$ cat src/rtl/spi_rx_regs.sv
// spi_rx_regs: write-only SPI Mode 0 slave feeding the oscillator control register bank.
// All logic runs on clk; SCK, CS and MOSI are brought in through 2-flop synchronizers.
// Frame format: [address byte][data byte]... while CS is low.
// Optional feature macro SPI_RX_BURST_EN: when defined, every data byte in a frame is
// written with address auto-increment; when undefined, only the first data byte is written.
module spi_rx_regs (
  input  logic       clk,
  input  logic       rst_n,
  input  logic       spi_mosi,
  input  logic       spi_sck,
  input  logic       spi_cs,
  input  logic       status_gate_active,
  input  logic       status_osc_running,
  output logic [7:0] reg_control,
  output logic [7:0] reg_freq_low,
  output logic [7:0] reg_freq_mid,
  output logic [7:0] reg_freq_high,
  output logic [7:0] reg_duty,
  output logic [7:0] reg_volume,
  output logic [7:0] reg_status
);

  localparam logic [1:0] ST_IDLE = 2'd0;
  localparam logic [1:0] ST_ADDR = 2'd1;
  localparam logic [1:0] ST_DATA = 2'd2;

  localparam logic [7:0] ADDR_CONTROL   = 8'h00;
  localparam logic [7:0] ADDR_FREQ_LOW  = 8'h02;
  localparam logic [7:0] ADDR_FREQ_MID  = 8'h03;
  localparam logic [7:0] ADDR_FREQ_HIGH = 8'h04;
  localparam logic [7:0] ADDR_DUTY      = 8'h05;
  localparam logic [7:0] ADDR_VOLUME    = 8'h06;

  logic       r_sck_s1, r_sck_s2, r_sck_prev;
  logic       r_cs_s1, r_cs_s2;
  logic       r_mosi_s1, r_mosi_s2;
  logic [1:0] r_sync_valid;
  logic       r_cs_armed;
  logic [1:0] r_state;
  logic [2:0] r_bit_cnt;
  logic [6:0] r_shift;
  logic [7:0] r_addr;

  logic       w_sck_rise;
  logic [7:0] w_byte;
  logic       w_byte_done;
  logic       w_wr_allow;
  logic       w_wr_en;

  // Synchronize the SPI pins into clk and keep the previous SCK sample for edge detect.
  always_ff @(posedge clk) begin
    // NOTE: sequential state uses non-blocking assignments so every flop samples pre-edge values.
    if (!rst_n) begin
      r_sck_s1     <= 1'b0;
      r_sck_s2     <= 1'b0;
      r_sck_prev   <= 1'b0;
      r_cs_s1      <= 1'b1;
      r_cs_s2      <= 1'b1;
      r_mosi_s1    <= 1'b0;
      r_mosi_s2    <= 1'b0;
      r_sync_valid <= 2'b00;
    end else begin
      r_sck_s1     <= spi_sck;
      r_sck_s2     <= r_sck_s1;
      r_sck_prev   <= r_sck_s2;
      r_cs_s1      <= spi_cs;
      r_cs_s2      <= r_cs_s1;
      r_mosi_s1    <= spi_mosi;
      r_mosi_s2    <= r_mosi_s1;
      r_sync_valid <= {r_sync_valid[0], 1'b1};
    end
  end

  assign w_sck_rise  = r_sck_s2 & ~r_sck_prev;
  assign w_byte      = {r_shift, r_mosi_s2};
  // A CS-high sample in the same cycle as the 8th edge discards the byte.
  assign w_byte_done = w_sck_rise && (r_bit_cnt == 3'd7) && !r_cs_s2;

`ifdef SPI_RX_BURST_EN
  assign w_wr_allow = 1'b1;
`else
  logic r_data_seen;

  // Remember that this frame already delivered its single data byte.
  always_ff @(posedge clk) begin
    if (!rst_n) begin
      r_data_seen <= 1'b0;
    end else if (r_cs_s2) begin
      r_data_seen <= 1'b0;
    end else if ((r_state == ST_DATA) && w_byte_done) begin
      r_data_seen <= 1'b1;
    end
  end

  assign w_wr_allow = ~r_data_seen;
`endif

  assign w_wr_en = (r_state == ST_DATA) && w_byte_done && w_wr_allow;

  // Transaction FSM: collect the address byte, then data bytes with address increment.
  // CS only opens a frame after a genuine high has been seen following reset, so a
  // reset in the middle of a frame cannot resume on the still-low CS.
  always_ff @(posedge clk) begin
    if (!rst_n) begin
      r_state    <= ST_IDLE;
      r_bit_cnt  <= 3'd0;
      r_shift    <= 7'd0;
      r_addr     <= 8'd0;
      r_cs_armed <= 1'b0;
    end else begin
      if (r_sync_valid[1] && r_cs_s2) begin
        r_cs_armed <= 1'b1;
      end
      if (r_cs_s2) begin
        r_state   <= ST_IDLE;
        r_bit_cnt <= 3'd0;
        r_shift   <= 7'd0;
      end else begin
        case (r_state)
          ST_IDLE: begin
            if (r_cs_armed) begin
              r_state   <= ST_ADDR;
              r_bit_cnt <= 3'd0;
            end
          end
          ST_ADDR, ST_DATA: begin
            if (w_sck_rise) begin
              r_bit_cnt <= r_bit_cnt + 3'd1;
              r_shift   <= {r_shift[5:0], r_mosi_s2};
              if (r_bit_cnt == 3'd7) begin
                if (r_state == ST_ADDR) begin
                  r_addr  <= w_byte;
                  r_state <= ST_DATA;
                end else begin
                  r_addr  <= r_addr + 8'd1;
                end
              end
            end
          end
          default: r_state <= ST_IDLE;
        endcase
      end
    end
  end

  // Register bank writes; unmapped addresses fall through with no effect.
  always_ff @(posedge clk) begin
    if (!rst_n) begin
      reg_control   <= 8'h00;
      reg_freq_low  <= 8'h00;
      reg_freq_mid  <= 8'h00;
      reg_freq_high <= 8'h00;
      reg_duty      <= 8'h00;
      reg_volume    <= 8'h00;
    end else if (w_wr_en) begin
      case (r_addr)
        ADDR_CONTROL:   reg_control   <= w_byte;
        ADDR_FREQ_LOW:  reg_freq_low  <= w_byte;
        ADDR_FREQ_MID:  reg_freq_mid  <= w_byte;
        ADDR_FREQ_HIGH: reg_freq_high <= w_byte;
        ADDR_DUTY:      reg_duty      <= w_byte;
        ADDR_VOLUME:    reg_volume    <= w_byte;
        default: ;
      endcase
    end
  end

  // Status register: one flop stage refreshed every clk from the core's live status.
  always_ff @(posedge clk) begin
    if (!rst_n) begin
      reg_status <= 8'h00;
    end else begin
      reg_status <= {6'b0, status_osc_running, status_gate_active};
    end
  end

endmodule

$ cat config.mk
export PLATFORM = sky130hd
export DESIGN_NAME = spi_rx_regs
export DESIGN_NICKNAME = d
export VERILOG_FILES = /design/src/rtl/spi_rx_regs.sv
export SDC_FILE = /design/constraint.sdc
export NUM_CORES = 1
export LEC_CHECK = 0
export CORE_MARGIN = 2
export CORE_UTILIZATION = 40
export DETAILED_ROUTE_END_ITERATION = 7
export PLACE_DENSITY = 0.74
export SLEW_MARGIN = 20
export SYNTH_ARGS = -nofsm -noshare
export SYNTH_HDL_FRONTEND = slang
export SYNTH_SLANG_ARGS = --single-unit
$ cat constraint.sdc
create_clock -name clk -period 2.1 [get_ports clk]
set_input_delay 0.42 -clock clk [delete_from_list [all_inputs] [get_ports clk]]
set_output_delay 0.42 -clock clk [all_outputs]
set_load 0.02 [all_outputs]
# --- Word level (Yosys, flattened, before mapping) ---
# Cells that the tools add are included.
word_totals:
  reg_bits: 87
  input_bits: 7
op_classes:
  n_bitwise: 5
  mux: 10
  n_eq_ne: 12
  n_addsub: 2
  reduce_logical: 21
op_table:
  columns: ["cell", "n"]
  rows:
  - ["$eq 8x3->1 const B", 3]
  - ["$eq 8x2->1 const B", 2]
  - ["$reduce_and 2->1", 7]
  - ["$add 8x1->8 const B", 1]
  - ["$logic_not 8->1", 1]
  - ["$mux 2", 4]
  - ["$mux 8", 1]
  - ["$ne 2x2->1 const B", 4]
  - ["$reduce_and 4->1", 2]
  - ["$mux 3", 2]
  - ["$pmux 3 s2", 1]
  - ["$logic_and 1x1->1", 5]
  - ["$not 1->1", 4]
  - ["$pmux 2 s2", 1]
  - ["$reduce_or 2->1", 2]
  - ["$add 3x1->3 const B", 1]
  - ["$eq 3x3->1 const B", 1]
  - ["$reduce_and 3->1", 1]
  - ["$eq 2x1->1 const B", 1]
  - ["$eq 2x2->1 const B", 1]
  - ["$logic_not 2->1", 1]
  - ["$reduce_bool 2->1", 1]
  - ["$and 1x1->1", 1]
  - ["$logic_not 1->1", 1]
  - ["$mux 1", 1]

# --- Longest topological paths before layout ---
# Gate-level depths: netlist of the first run.
logic_depth:
  word_depth: 7
  depth_mapped: 7
  mapped_depth_nobuf: 6

# --- Worst setup path after synthesis of the first run ---
# Ideal clock, no wire load.
synth_path:
  path_type: "flip-flop to flip-flop"
  startpoint: "register r_state[0]"
  endpoint: "register r_addr[0]"
  path_stages_with_launch: 8
  path_slack_ps: 215
  t_arrival_ps: 1811
  cell_sequence: "dfxtp_1 inv_1 ha_1 nand3b_1 or3b_1 clkbuf_1 or3_1 a31oi_1"
synth_between:
  elab_chain_len: 3
  elab_cells_between_ends: 5
  cone_classes: "eq/ne (2); mux (1); reduce/logical (2)"
synth_lines:
  columns: ["item", "line_no", "text"]
  rows:
  - ["start: declaration", "39", "logic [1:0] r_state;"]
  - ["start signal: assignment", "105", "r_state <= ST_IDLE;"]
  - ["start signal: assignment", "115", "r_state <= ST_IDLE;"]
  - ["start signal: assignment", "122", "r_state <= ST_ADDR;"]
  - ["$eq 2x2->1 / $eq 2x1->1 (equally long branches)", "119, 131", null]
  - ["$reduce_or 2->1", "119", "case (r_state)"]
  - ["$reduce_and 4->1 (no source line)", null, null]
  - ["end signal: assignment", "132", "r_addr <= w_byte;"]
  - ["end signal: assignment", "135", "r_addr <= r_addr + 8'd1;"]
  - ["end: declaration", "42", "logic [7:0] r_addr;"]
# Parallel ways exist; a longest one is shown, timed or not.
# A chain may end at the register's enable or synchronous reset.

# --- Final worst setup path of the first run ---
layout_path:
  startpoint: "register r_bit_cnt[0]"
  endpoint: "register reg_volume[6]"
layout_between:
  elab_chain_len: 6
layout_lines:
  columns: ["item", "line_no", "text"]
  rows:
  - ["start: declaration", "40", "logic [2:0] r_bit_cnt;"]
  - ["start signal: assignment", "128", "r_bit_cnt <= r_bit_cnt + 3'd1;"]
  - ["$eq 3x3->1", "77", "assign w_byte_done = w_sck_rise && (r_bit_cnt == 3'd7) && !r_cs_s2;"]
  - ["$logic_and 1x1->1 (2 in a row)", "77", null]
  - ["$logic_and 1x1->1 (2 in a row)", "98", "assign w_wr_en = (r_state == ST_DATA) && w_byte_done && w_wr_allow;"]
  - ["$reduce_and 2->1 (no source line)", null, null]
  - ["end signal: assignment", "162", "ADDR_VOLUME: reg_volume <= w_byte;"]
  - ["end: declaration", "19", "output logic [7:0] reg_volume,"]
# Every way passes these cells.

==> results of run 1 <==
sequential cells by signal, summed over array words and instances (netlist names), 2 cells and up:
name and count:
reg_freq_high 8, reg_duty 8, r_shift 7, reg_control 8
reg_volume 8, r_addr 8, reg_freq_low 8, r_state 2
reg_freq_mid 8, r_sync_valid 2, reg_status 2, r_bit_cnt 3
power by group through the flow:
stage / registers (uW) / clock network [uW] / logic, uW
after CTS: 1550 / 1100 / 83.2
final: 1550 / 1080 / 82.6
after floorplan: 1590 / 0 / 62.1
after global routing: 1560 / 1180 / 90.3
after global placement: 1590 / 0 / 82.1
after detailed placement: 1590 / 0 / 82.8
layout make-up:
| cell class | instances | area (sq um) | share of cell area, % |
|---|---|---|---|
| multi-input combinational | 225 | 1680 | 39.4 |
| sequential | 81 | 1620 | 38.0 |
| clock inverter | 6 | 51.3 | 1.20 |
| timing repair buffer | 64 | 621 | 14.6 |
| clock buffer | 10 | 138 | 3.23 |
| tap | 105 | 131 | 3.08 |
| inverter | 6 | 22.5 | 0.528 |
synthesized netlist by cell type, types with 4 or more instances:
master | count | area, sq um
nand2b_1 | 4 | 25.0
and2_1 | 8 | 50.1
nor4bb_1 | 4 | 40.0
buf_4 | 6 | 45.0
dfxtp_1 | 81 | 1620
inv_1 | 6 | 22.5
ha_1 | 10 | 125
nand4_2 | 6 | 75.1
a21oi_1 | 9 | 45.0
nor2_1 | 26 | 97.6
nor2b_1 | 47 | 294
mux2i_1 | 57 | 571
clkbuf_1 | 21 | 78.8
nand2_1 | 9 | 33.8
path summary, 6_finish.rpt:
check,from,endpoint,slack [ps],depth (start not counted)
max,r_bit_cnt[0],reg_volume[6],120,7
min,r_cs_s1,r_cs_s2,420,1
max reg2reg,r_bit_cnt[0],reg_volume[6],120,7
min reg2reg,r_cs_s1,r_cs_s2,420,1
metal layers:
metal  wire length, um  GRT usage, %
met3               416          4.62
met4               132          5.31
met5                 0             0
met2              3370          25.4
met1              3440          21.2
timing repair:
item                                   CTS  global route
setup endpoints to repair                0            48
endpoints found under the hold margin    0             0
resized for setup                        0             0
kinds of logic after synthesis:
kind of cell    after synthesis
compound gates               31
buf+inv                      36
other cells                   1
flops                        81
fa+ha+maj                    10
mux                          57
simple gates                121
worst reg2reg max path, cell delays in order, from the launching register on:
cell      delay, ps
dfxtp_1         360
ha_1            150
ha_1            180
nor4bb_1        280
buf_4           220
nand4_2         350
mux2i_1         280
nor2b_1          60
through the flow:
step / worst slack (ps) / total power, uW / setup TNS, ps / hold slack (ps) / cells
2_1_floorplan: 215 / 1650 / 0 / 386 / 342
3_3_place_gp: 147 / 1670 / 0 / 398 / 481
3_5_place_dp: 119 / 1670 / 0 / 398 / 481
4_1_cts: 111 / 2730 / 0 / 430 / 497
5_1_grt: -82.9 / 2830 / -2110 / 454 / 497
6_report: 117 / 2710 / 0 / 424 / 497
==> results.txt, run 1 <==
* Run status: complete, no violations
- The core region is 0.00826 sq mm.
- The average instance in the mapped netlist occupies 10.2 sq um.
- Starting DRT DRC Count: 124
- First drt pass iteration count: 5
- Biggest cell delay along the critical path: 360 ps
- Count of pins over their slew limit: 0
- Per report_power, the sequential group accounts for 57.2% of the total.
- Sequential cell area fraction in the yosys report: 47.1%
- In the routed layout, each cell is associated on average with a via count of 5.01.
- Weighted congestion reported at the end of routability-driven placement: 0.849
* Clock tree from TritonCTS: yes
- RSZ-0062 raised after global routing: yes
- The critical path in this run is classified as reg2reg.
- Warnings from Yosys: 0
- At the end of the flow, the number of nets in the layout was 404.
- EDFF count, synth: 0
- 63 I/O pins were placed.
* Post-layout utilization of the core: 51.6%
- Class of the tightest hold or removal check: reg2reg
- Summed over all nets, the half-perimeter wirelength after detailed placement is 4970 um.
* Hold buffers post-CTS: 0
- At the later pin of the worst-skew pair, clock insertion delay measures 350 ps.
* Most common cell after layout, fill and taps aside: dfxtp_1
- List of cells traversed by the critical path: ha_1, ha_1, nor4bb_1, buf_4, nand4_2, mux2i_1, nor2b_1
* Worst Setup Start Kind: register
- Wires add up to 7360 um.
- Per report_power, the combinational group accounts for 3.0% of the total.
- The tree is rooted in a clkbuf_8.
- The routed design could run at a clock period as short as 1980 ps.
- Number of failing hold endpoints at the final stage: 0
* Count of buffering cells on the critical path with inverters included: 1
- Total power density per cell area: 637 mW/mm^2
* Endpoint class of the critical path: register
- CTS H-Tree Depth: 3
* Worst voltage drop across the vdd grid: 0.435 mV
* Basic-gate share of the synthesized area counting and, or, nand and nor cells: 21.8%
- Xor and xnor fraction of the mapped netlist area: 0%
- Clock tree synthesis inserted a total of 9 buffers.
- Post-Place Cell Area: 0.00407 sq mm
- Number of antenna violations at the first check in global routing: 0
- Highest clock frequency the design can meet: 504 MHz
- Total number of vias: 2,492
* Clock sinks: 81
- Data on the critical path arrives at its endpoint at 2230 ps.
- Post-CTS Setup Bufs: 0
- From bottom edge to top edge, the die measures 96.7 um.
- Of all flip-flops after synthesis, the portion carrying an async set or reset was 0%.
- After filler insertion, the fill cell instance count of the layout stands at 763.
* Residual DRC: 0
* Proportion of power drawn by the clock network: 39.7%
- After synthesis, the largest family of logic cells by area is simple AND/OR/NAND/NOR gates.
- Setup violations, final: 0
* Total of buffers placed on input and output ports: 56
- The initialized floorplan defines 33 standard-cell rows.
* Normalized max-slew margin: 64.2%
- Synthesis produced a netlist whose cell count is 337.
* Detail-routed net length per standard cell: 14.8 um
- Library cell contributing the largest single delay on the critical path: dfxtp_1
* Gr ovfl total: 0
- Crit path top cell by count: ha_1
* Layout cells sized above 1: 8.93%
- Clock-pin slew was measured on the worst setup and hold paths at 90 ps.
* Required time of the worst setup path: 2350 ps
* Mux contribution to synthesized area: 16.6%
* Top cell family by delay on the critical path: simple AND/OR/NAND/NOR gates
- ANT nets after route: 0
* Diode insertion count for antenna repair: 0
- Leakage: 0.00181 uW
* Sw power: 653 uW
- Buffer depth of the longest clock path: 2
- Most used DFF post-synth: dfxtp_1
* Gr usage total: 16.1%
- For the pin with the worst max-slew slack, the measured transition is 533 ps.
- Net switching fraction of the power: 24.1%
- Layout Area Growth over Synthesis: 23.9%
* Number of distinct library cell variants in the gate-level netlist after synthesis: 42
- Initial core utilization: 41.7%
- The tool flagged a number of max-cap violations equal to 0.
- The number of global-route vias before repair was 2,437.
- Horizontal extent of the die: 96.7 um
- The first global-routing pass estimated 12,300 um of wire.
* Internal power: 2060 uW
* Post-Synth Adder-Cell Area: 3.64%
- Entering global routing, the biggest net connects 32 pins.
* Yosys reg bits: 81
- Period utilization: 94.4%
- Final clock skew: 6.79 ps
- The finished cells cover 0.00426 sq mm.
- In this run the worst path has a maximum fanout of 8.
* Most used cells in the layout excluding fill and tap cells: dfxtp_1 (81), mux2i_1 (57), clkdlybuf4s50_1 (56), nor2b_1 (47), nor2_1 (26)
- Synth Area in Compound Gates: 6.07%
- Synthesized area: 0.00344 sq mm
- DIE AREA: 0.00936 sq mm
Power figures use the tool's default switching activity.
==> run 2, diff against run 1 <==
--- a/config.mk
+++ b/config.mk
@@ -8,6 +8,7 @@
 export CORE_MARGIN = 2
 export CORE_UTILIZATION = 40
 export DETAILED_ROUTE_END_ITERATION = 7
+export HOLD_SLACK_MARGIN = 0.02
 export PLACE_DENSITY = 0.74
 export SLEW_MARGIN = 20
 export SYNTH_ARGS = -nofsm -noshare
==> results of run 2 <==
Final layout, timing and power as in run 1 (identical DEF).
==> run 3, diff against run 2 <==
--- a/config.mk
+++ b/config.mk
@@ -5,12 +5,14 @@
 export SDC_FILE = /design/constraint.sdc
 export NUM_CORES = 1
 export LEC_CHECK = 0
+export CAP_MARGIN = 15
+export CELL_PAD_IN_SITES_DETAIL_PLACEMENT = 0
+export CELL_PAD_IN_SITES_GLOBAL_PLACEMENT = 1
 export CORE_MARGIN = 2
 export CORE_UTILIZATION = 40
 export DETAILED_ROUTE_END_ITERATION = 7
 export HOLD_SLACK_MARGIN = 0.02
-export PLACE_DENSITY = 0.74
-export SLEW_MARGIN = 20
+export PLACE_DENSITY = 0.89
 export SYNTH_ARGS = -nofsm -noshare
 export SYNTH_HDL_FRONTEND = slang
 export SYNTH_SLANG_ARGS = --single-unit
==> run 3 against run 2 <==
Against the previous run: setup slack got worse by 81 ps; sequential share of layout area fell by 0.47 points; clock power rose by 21%; power rose by 8.7%; clock-buffer cell count did not move; register-to-register slack got worse by 80 ps; routed wire length fell by 0.54%; critical path depth did not move; combinational power fell by 0.5%; utilization rose by 0.65 points; critical endpoint is now reg_freq_mid[7]; largest power group unchanged; highest routed layer unchanged.
==> results.txt, run 3 (synthesized netlist as in run 1, its figures left out) <==
- Net switching fraction of the power: 21.9%
- List of cells traversed by the critical path: ha_1, ha_1, nor4bb_1, buf_4, nand4_2, mux2i_1, nor2b_1
- The total overflow left after global routing is 0.
- Clk root buf: clkbuf_8
- The first global-routing pass estimated 11,900 um of wire.
- Comb power frac: 2.8%
- Clock sinks: 81
- Core ar.: 0.00826 sq mm
* Via count of the first global-routing pass: 2,366
- The clock passes through at most 2 buffers.
* Total of buffers placed on input and output ports: 56
- The die covers 0.00936 sq mm.
* Total number of vias: 2,452
* Clock tree from TritonCTS: yes
* Layout cells sized above 1: 8.93%
- Floorplan die height: 96.7 um
- Endpoint class of the critical path: register
- Normalized max-slew margin: 62.1%
- Number of antenna violations at the first check in global routing: 0
* Required time of the worst setup path: 2330 ps
* Fill cell count: 762
* CTS H-Tree Depth: 3
- The clock network is responsible for 44.5% of the overall power.
- Internal power: 2300 uW
* CTS clk-pin slew, worst paths: 80 ps
- Run status: complete, no violations
- Number of standard cells in the layout, taps in and fillers out: 497
* Cell count after placement: 481
* Hold buffers post-CTS: 0
- Across every metal layer, demand over resource in global routing totals 15.8%.
* Ratio of routed vias to standard cells: 4.93
* Diode insertion count for antenna repair: 0
- For this run, design rule violations remaining after detail routing come to 0.
- From synthesis to final layout, the design area changed by 25.5%.
* Total detailed-routing wirelength: 7320 um
* Period utilization: 98.3%
* Critical Path AT: 2300 ps
* Worst voltage drop across the vdd grid: 0.486 mV
* Biggest cell delay along the critical path: 360 ps
- Setup violations, final: 0
* Sequential share of power: 52.7%
- Leaving out fill and tap cells, the most frequent cell in the layout is dfxtp_1.
- Post-detailed-placement half-perimeter wirelength: 4910 um
- Count of max-cap constraint violations: 0
- The worst hold path belongs to the class reg2reg.
- Weighted congestion reported at the end of routability-driven placement: 0.898
* Detail-routed net length per standard cell: 14.7 um
* First drt pass iteration count: 4
- In this run the horizontal extent of the chip is 96.7 um.
* Count of pins over their slew limit: 0
- The analysis attributes to net switching a power of 645 uW.
- Timing would allow up to 485 MHz.
- Across the routed clock network, the largest skew measured is 16.6 ps.
- Setup slack on the critical path of the routed design comes to 36.0 ps.
* Number of failing hold endpoints at the final stage: 0
- RSZ-0062 raised after global routing: yes
- Most used cells in the layout excluding fill and tap cells: dfxtp_1 (81), mux2i_1 (57), clkdlybuf4s50_1 (56), nor2b_1 (47), nor2_1 (26)
* Maximum number of pins on one net before global-route repair: 39
- Post-CTS Setup Bufs: 0
- Initial core utilization: 41.7%
- Timing analysis after detailed placement gives a worst setup slack of 31.5 ps.
- Total I/O pin count: 63
- Number of gates resized after cts: 1
- Critical setup path kind: reg2reg
- Nets: 404
- Buffers inserted during clock tree synthesis total 9.
- In this run the remaining antenna-violating nets after routing total 0.
- Summed over all cells, the static leakage comes to 0.00183 uW.
* Library cell contributing the largest single delay on the critical path: dfxtp_1
- Of all nets on the critical path, the largest fanout is 8.
- Starting DRT DRC Count: 118
- For the pin with the worst max-slew slack, the measured transition is 565 ps.
- For the finished layout, the period the worst path requires is 2060 ps.
* Clock latency reported for the late side of the worst-skew pair: 350 ps
- Crit path top cell by count: ha_1
* Total power density per cell area: 683 mW/mm^2
- Site Rows: 33
* Worst Setup Start Kind: register
-- run 3: metrics by stage --
stage	setup TNS, ps	area (sq um)	hold slack [ps]	utilization (%)	total power, uW
after floorplan	0	3460	386	-	1650
after global placement	0	4070	394	49.3	1670
after detailed placement	0	4070	394	49.3	1670
after CTS	0	4320	415	52.3	2980
after global routing	-2970	4320	436	52.3	3060
final	0	4320	416	52.3	2950
-- run 3: cell type report --
class,count,area (sq um),area share [%]
Clock buffer,10,138,3.19
Clock inverter,6,96.3,2.23
Inverter,6,22.5,0.522
Multi-Input combinational cell,225,1690,39.1
Sequential cell,81,1620,37.6
Tap cell,105,131,3.04
Timing Repair Buffer,64,621,14.4
-- run 3: power groups by stage --
stage	clock [uW]	sequential (uW)	combinational, uW
3_3_place_gp	0	1590	81.6
3_5_place_dp	0	1590	82.2
5_1_grt	1410	1550	89.3
6_report	1310	1550	82.2
2_1_floorplan	0	1590	62.1
4_1_cts	1340	1550	83.0
-- run 3: metal layers --
layer	part of all wire [%]	track usage [%]	routed length, um	up-vias
li1	-	-	-	1235
met1	47	20.2	3410	1143
met2	47	25.6	3410	70
met3	5.9	4.34	433	4
met4	0.94	5.74	69	0
met5	0	0	0	-
-- run 3: path summary, 6_finish.rpt --
kind | startpoint | end | slack [ps] | cells past startpoint
setup reg to reg | r_bit_cnt[0] | reg_freq_mid[7] | 40 | 7
hold / removal | r_cs_s1 | r_cs_s2 | 420 | 1
setup / recovery | r_bit_cnt[0] | reg_freq_mid[7] | 40 | 7
hold reg to reg | r_cs_s1 | r_cs_s2 | 420 | 1
-- run 3: worst max-delay path, delay by kind of cell (launching register included) --
kind | cells | cell delay (ps)
buffers and inverters | 1 | 240
multiplexers | 1 | 270
adder cells (fa/ha/maj) | 2 | 360
AND/OR/NAND/NOR | 3 | 720
flip-flops | 1 | 360
